`config.mk`:
```
export PLATFORM = sky130hd
export DESIGN_NAME = commit_cfi_lane
export DESIGN_NICKNAME = d
export VERILOG_FILES = /design/src/rtl/commit_cfi_marker_checker.sv
export SDC_FILE = /design/constraint.sdc
export NUM_CORES = 1
export LEC_CHECK = 0
export BUFFER_PORTS_ARGS = -buffer_cell sky130_fd_sc_hd__buf_2
export CORE_AREA = 2 2 39 41
export DETAILED_ROUTE_END_ITERATION = 10
export DIE_AREA = 0 0 41 43
export GPL_ROUTABILITY_DRIVEN = 0
export GPL_TIMING_DRIVEN = 0
export PLACE_DENSITY = 0.46
export REMOVE_ABC_BUFFERS = 1
export SLEW_MARGIN = 20
export SYNTH_ARGS = -nofsm -noshare
export SYNTH_HDL_FRONTEND = slang
export SYNTH_SLANG_ARGS = --single-unit
```
`constraint.sdc`:
```
create_clock -name vclk -period 0.9
set_clock_uncertainty 0.1 [all_clocks]
set_input_delay 0.045 -clock vclk [all_inputs]
set_output_delay 0.045 -clock vclk [all_outputs]
set_load 0.01 [all_outputs]
```
`src/rtl/commit_cfi_marker_checker.sv`:
```
// Commit-stage CFI checker: every committed call/ret must be immediately followed,
// in program order across all commit ports, by its marker NOP.

module commit_cfi_lane #(
    parameter logic [3:0] FU_CTRL_FLOW = 4'd4,
    parameter logic [7:0] OP_JAL       = 8'd20,
    parameter logic [7:0] OP_JALR      = 8'd19,
    parameter logic [7:0] NOP_OP       = 8'd0,
    parameter logic [4:0] NOP_RD       = 5'd0,
    parameter logic [4:0] NOP_RS1      = 5'd0,
    parameter logic [4:0] IMM_CALL     = 5'h2,
    parameter logic [4:0] IMM_RET      = 5'h1
) (
    input  logic [3:0] i_fu,
    input  logic [7:0] i_op,
    input  logic [5:0] i_rd,
    input  logic [5:0] i_rs1,
    input  logic [4:0] i_imm,
    output logic       o_call,
    output logic       o_ret,
    output logic       o_mark_call,
    output logic       o_mark_ret
);
    logic w_mark;

    assign o_call      = (i_fu == FU_CTRL_FLOW) && ((i_op == OP_JAL) || (i_op == OP_JALR))
                         && (i_rd != 6'd0);
    assign o_ret       = (i_op == OP_JALR) && (i_rd == 6'd0) && (i_rs1 == 6'd1);
    // Only the low five register bits take part in the marker match.
    assign w_mark      = (i_op == NOP_OP) && (i_rd[4:0] == NOP_RD) && (i_rs1[4:0] == NOP_RS1);
    assign o_mark_call = w_mark && (i_imm == IMM_CALL);
    assign o_mark_ret  = w_mark && (i_imm == IMM_RET);
endmodule


```
### Word-level counts from Yosys, hierarchy flattened

Cells that the tools add are included.

* bitwise operators: 0
* magnitude comparators: 0
* div/mod/pow operators: 0
* reduce and logical (&&, ||, !) cells: 14
* equality and inequality tests: 6
* shift-type cells: 0
* mux-type cells: 0
* multipliers: 0
* add/sub/neg operators: 0

Operators with widths (count)
* $eq 8x5->1 const B: 2
* $logic_not 5->1: 2
* $logic_and 1x1->1: 8
* $logic_not 8->1: 1
* $eq 6x1->1 const B: 1
* $logic_not 6->1: 1
* $reduce_bool 6->1: 1
* $eq 5x1->1 const B: 1
* $eq 5x2->1 const B: 1
* $eq 4x3->1 const B: 1
* $logic_or 1x1->1: 1

* memory bits (read-only): 0
* bits in writable memories: 0
* memories kept: 0
* output and inout bits: 4
* bits in latches: 0
* register bits: 0

### Depth between registers and ports, before layout

Gate-level depths: netlist of the first run.

* depth after elaboration: 4
* depth in mapped cells: 3

### Worst setup path after synthesis of the first run

OpenSTA, ideal clock, no wires.

* path kind: input port to output port
* start: in i_rs1[1]
* end: out o_ret
* setup slack: -0.136 ns
* required time: 0.755 ns
* cell stages on the path: 3
* data arrival time: 0.891 ns
* cell sequence: nor4_4 nand4_1 nor4_1

* word-level cells in the longest chain between the ends: 2

RTL lines
* start, declared: RTL line 17 `input logic [5:0] i_rs1,`
* $eq 6x1->1: RTL line 28 `assign o_ret = (i_op == OP_JALR) && (i_rd == 6'd0) && (i_rs1 == 6'd1);`
* $logic_and 1x1->1: RTL line 28
* end, declared: RTL line 20 `output logic o_ret,`

No other way between the ends.

### Final worst setup path of the first run

* start: in i_fu[1]
* end: out o_call

* word-level cells in the longest chain between the ends: 3

RTL lines
* start, declared: RTL line 14 `input logic [3:0] i_fu,`
* $eq 4x3->1: RTL line 26 `assign o_call = (i_fu == FU_CTRL_FLOW) && ((i_op == OP_JAL) || (i_op == OP_JALR))`
* $logic_and 1x1->1: RTL line 26
* $logic_and 1x1->1: RTL line 27 `&& (i_rd != 6'd0);`
* end, declared: RTL line 19 `output logic o_call,`

No other way between the ends.

==> flow_summary.ini, run 1 <==
[floorplan]
die_x_um = 41
i_o_pins = 33
floorplan.initialDensity = 0.118
dieArea_mm2 = 0.00176
core.rowCount = 14
coreArea_mm2 = 0.00138
die-height_um = 43

[synth]
synth_sequential_area_ratio = 0
yosysTopAreaCell = sky130_fd_sc_hd__nor4_1
postSynthCellCount = 21
yosys-top-cells-area = sky130_fd_sc_hd__nor4_1, sky130_fd_sc_hd__nor4b_4, sky130_fd_sc_hd__nor4_4
synth.lib_cells_used.distinct = 14
post_synth.cell_area_avg_um2 = 7.75
synthesis.area_um2 = 163
synth_warnings = 0
synth_top_area_frac = 0.192

[routing]
antenna_violating_nets_post_route = 0
routed_wirelength_um = 709
drt_pass1_iterations = 4
avgRoutedWirePerCell_um = 9.99
drc = 0
viasPerCell = 4.42
via_count = 314
detailedRoute.firstIterationViolations = 7

[critical_path]
timing.critical_path.to_type = primary output
crit_path_max_fanout = 1
worstSetupPathType = input port to primary output
cp.arrival_ns = 1.08
critPathRequiredTime_ns = 0.75
setup.worst_path.start_class = input port

[worst_hold_path]
hold_path.class = input port to primary output

[sta]
min_period_over_period = 1.36
report.final.hold_viol_count = 0
fmax_mhz = 816
timing.final.setup_violations = 4
final_period_minus_worst_setup_slack_ns = 1.23
timing_worst_slew_pin_value_ns = 0.246
setup_slack_ns = -0.326
final-max-slew-violation-count = 0
setup_tns_ns = -0.884
maxSlewHeadroom = 0.835
grt_setup_unrepaired = true

[global_route]
global_route_wire_length_before_repair_um = 924
grt_start_max_net_pins = 5
grt_pass1_vias = 243
grt_use_total = 0.0699
grt_antenna_before_repair = 0
grt.overflow.total = 0

[layout]
layout-area-overhead-vs-synth_pct = 163
post-route-util = 0.309
most_frequent_standard_cell_in_the_layout_excluding_fill_and_tap_cells = sky130_fd_sc_hd__buf_2
fill_cell_count = 160
num-clock-buffers = 0
sequential_cell_total = 0
final_cell_count_no_fill = 71
antenna-diode-count = 0
final_cell_mix = sky130_fd_sc_hd__buf_2, sky130_fd_sc_hd__buf_6, sky130_fd_sc_hd__nor4_4
fin_nets = 86
drive_above_1_share = 0.764
register_area_um2 = 0

[place]
post-place-cells = 70
dp_hpwl_um = 585
buffer_ports.inserted = 33
place_worst_setup_slack_ns = -0.373

[power_and_ir_drop]
cellPowerDensity_mw_per_mm2 = 295
peakVddDrop_mv = 0.110
p_leak_nw = 0.184

[run_status]
status = finished, violations left
failed_checks = negative setup slack

[job]
max_cap_violations = 0
layout make-up:
class                      count  area [um^2]  area share
timing repair buffer          34          198       0.462
tap                           16         20.0      0.0468
multi-input combinational     21          210       0.491
worst paths after layout:
kind	from	end	slack (ns)	cells past startpoint
worst min-delay path	i_rs1[5]	o_ret	0.23	3
worst max-delay path	i_fu[1]	o_call	-0.33	4
cells in the mapped netlist:
cell type	n
sky130_fd_sc_hd__a21oi_1	1
sky130_fd_sc_hd__nand2_1	2
sky130_fd_sc_hd__nand2b_1	1
sky130_fd_sc_hd__nand3_1	1
sky130_fd_sc_hd__nand3b_1	2
sky130_fd_sc_hd__nand4_1	1
sky130_fd_sc_hd__nor2_1	1
sky130_fd_sc_hd__nor2b_1	1
sky130_fd_sc_hd__nor3_1	2
sky130_fd_sc_hd__nor3b_1	1
sky130_fd_sc_hd__nor4_1	5
sky130_fd_sc_hd__nor4_4	1
sky130_fd_sc_hd__nor4b_4	1
sky130_fd_sc_hd__or4b_4	1
timing repair:
action,4_1_cts,5_1_grt
setup buffers,1,0
resized for setup,7,4
endpoints found under the setup margin,4,4
hold buffers,0,0
pin swaps,5,4
cell families (layout without fill, tap and decap cells):
kind of cell           count (synthesis)  in the layout  synth area share
AND/OR/NAND/NOR                       20             20             0.969
AO/OA/AOI/OAI                          1              1            0.0307
buffers and inverters                  0             34                 0
report_power, final:
group | switching [mW] | leakage [nW] | total (mW) | internal (mW)
Sequential | 0 | 0 | 0 | 0
Combinational | 0.0518 | 0.184 | 0.126 | 0.0744
Clock | 0 | 0 | 0 | 0
critical path: stages:
cell and delay, ns:
sky130_fd_sc_hd__buf_6 0.09, sky130_fd_sc_hd__or4b_4 0.54, sky130_fd_sc_hd__nor4b_4 0.25, sky130_fd_sc_hd__buf_2 0.16
stage by stage:
| step | total power, mW | hold slack [ns] | cell area [um^2] |
|---|---|---|---|
| final | 0.126 | 0.228 | 428 |
| after global routing | 0.135 | 0.242 | 428 |
| after CTS | 0.117 | 0.235 | 402 |
| after detailed placement | 0.0955 | 0.233 | 348 |
| after global placement | 0.0936 | 0.235 | 348 |
| after floorplan | 0.0223 | 0.0441 | 163 |
per-layer routing:
metal / track usage / routed length, um / vias to the layer above
li1: - / - / 157
met1: 0.0854 / 269 / 140
met2: 0.128 / 363 / 17
met3: 0 / 76 / 0
met4: 0.0133 / 0 / 0
met5: 0 / 0 / -
(Power assumes the default switching activity.)
==> run 2: changes to the inputs <==
- PLACE_DENSITY: 0.46 -> 0.58
- SLEW_MARGIN: 20 -> not set
==> run 2 against run 1 <==
Combinational power rose by 4%. Hold slack improved by 0.0048 ns. The run still ends with negative setup slack left. First-iteration DRC count fell by 100%. Final area rose by 4.4%. Highest routed layer unchanged. Routed wire length rose by 2.7%. Largest power group unchanged. Non-clock buffer count did not move.
==> flow_summary.ini, run 2 (same netlist as run 1, synthesis figures left out) <==
[place]
dp_hpwl_um = 563
place_worst_setup_slack_ns = -0.390
buffer_ports.inserted = 33
detailed_place.area_um2 = 348

[sta]
timing.final.setup_violations = 4
report.final.hold_viol_count = 0
maxSlewHeadroom = 0.821
grt_setup_unrepaired = true
final-max-slew-violation-count = 0
setup_slack_ns = -0.321
min_period_over_period = 1.36
fmax_mhz = 819
final_period_minus_worst_setup_slack_ns = 1.22
timing_worst_slew_pin_value_ns = 0.267

[routing]
routed_wirelength_um = 728
antenna_violating_nets_post_route = 0
detailedRoute.firstIterationViolations = 0
drc = 0
via_count = 315
m1WireLength_um = 221
drt_pass1_iterations = 1
met3_wirelength_um = 90
wl_met2_um = 415
routed.top_layer = met3
avgRoutedWirePerCell_um = 10.3
viasPerCell = 4.44

[critical_path]
crit_path_max_fanout = 1
worstSetupPathType = input port to primary output
setup.worst_path.start_class = input port
timing.critical_path.to_type = primary output
cp.arrival_ns = 1.08
critPathRequiredTime_ns = 0.75

[layout]
drive_above_1_share = 0.818
register_area_um2 = 0
num-clock-buffers = 0
layout-area-overhead-vs-synth_pct = 175
antenna-diode-count = 0
postLayoutCellArea_um2 = 447
most_frequent_standard_cell_in_the_layout_excluding_fill_and_tap_cells = sky130_fd_sc_hd__buf_2
fin_nets = 86
final_cell_mix = sky130_fd_sc_hd__buf_2, sky130_fd_sc_hd__buf_6, sky130_fd_sc_hd__nor4_4
sequential_cell_total = 0

[worst_hold_path]
holdPathStages = 3
hold_path.class = input port to primary output
hold_end = o_ret
hold_start = i_rs1[5]

[floorplan]
die-height_um = 43
die_x_um = 41
core.rowCount = 14
coreArea_mm2 = 0.00138
dieArea_mm2 = 0.00176
floorplan.initialDensity = 0.118
i_o_pins = 33

[power_and_ir_drop]
netSwitchingPower_uw = 53.2
comb_power_share = 1.000
clock_power_share = 0
seq_power_share = 0
p_sw_frac = 0.407
cellPowerDensity_mw_per_mm2 = 292
p_leak_nw = 0.186
peakVddDrop_mv = 0.104
cellInternalPower_uw = 77.5

[global_route]
grt_pass1_vias = 292
grt.overflow.total = 0
grt_use_total = 0.0739
grt_start_max_net_pins = 5
grt_antenna_before_repair = 0
global_route_wire_length_before_repair_um = 986

[run_status]
failed_checks = negative setup slack
status = finished, violations left

[job]
max_cap_violations = 0
## run 2: cell counts in the layout (fill, tap and decap cells not counted)
Identical to the previous run, type by type.
## run 2: repair_timing
item                                   CTS  global route
endpoints found under the hold margin    0             0
pin swaps                                8             6
setup endpoints to repair                4             4
setup buffers                            0             1
resized for setup                        8             7
hold buffers                             0             0
## run 2: area by class of cell
type	instances	area, um^2
fill	164	937
tap	16	20.0
timing repair buffer	34	204
multi-input combinational	21	223
## run 2: stage by stage
| step | hold WS, ns | total power [mW] | setup TNS, ns | std cells | util |
|---|---|---|---|---|---|
| global route | 0.243 | 0.141 | -1.17 | 71 | 0.323 |
| detailed placement | 0.239 | 0.0951 | -1.25 | 70 | 0.251 |
| CTS | 0.239 | 0.120 | -0.867 | 70 | 0.291 |
| global placement | 0.232 | 0.0930 | -1.30 | 70 | 0.251 |
| floorplan | 0.0441 | 0.0223 | -0.361 | 21 | - |
| finish | 0.233 | 0.131 | -0.844 | 71 | 0.323 |
## run 2: metal layers
| metal | vias up | track usage |
|---|---|---|
| met1 | 140 | 0.0823 |
| li1 | 156 | - |
| met4 | 0 | 0 |
| met2 | 19 | 0.147 |
| met5 | - | 0 |
| met3 | 0 | 0.00524 |
## run 2: worst max-delay path: stages
cell                      delay [ns]
sky130_fd_sc_hd__buf_6          0.09
sky130_fd_sc_hd__or4b_4         0.53
sky130_fd_sc_hd__nor4b_4        0.25
sky130_fd_sc_hd__buf_2          0.16
## run 2: power by group through the flow
stage	sequential, mW	clock, mW	combinational, mW
after floorplan	0	0	0.0223
after global placement	0	0	0.0930
after detailed placement	0	0	0.0951
after CTS	0	0	0.120
after global routing	0	0	0.141
final	0	0	0.131
## run 2: worst max-delay path by stage
stage,startpoint,to
6_report,i_fu[1],o_call
5_1_grt,i_fu[1],o_call
4_1_cts,i_fu[1],o_call
3_5_place_dp,i_op[5],o_call
3_3_place_gp,i_op[5],o_call
2_1_floorplan,i_rs1[1],o_ret
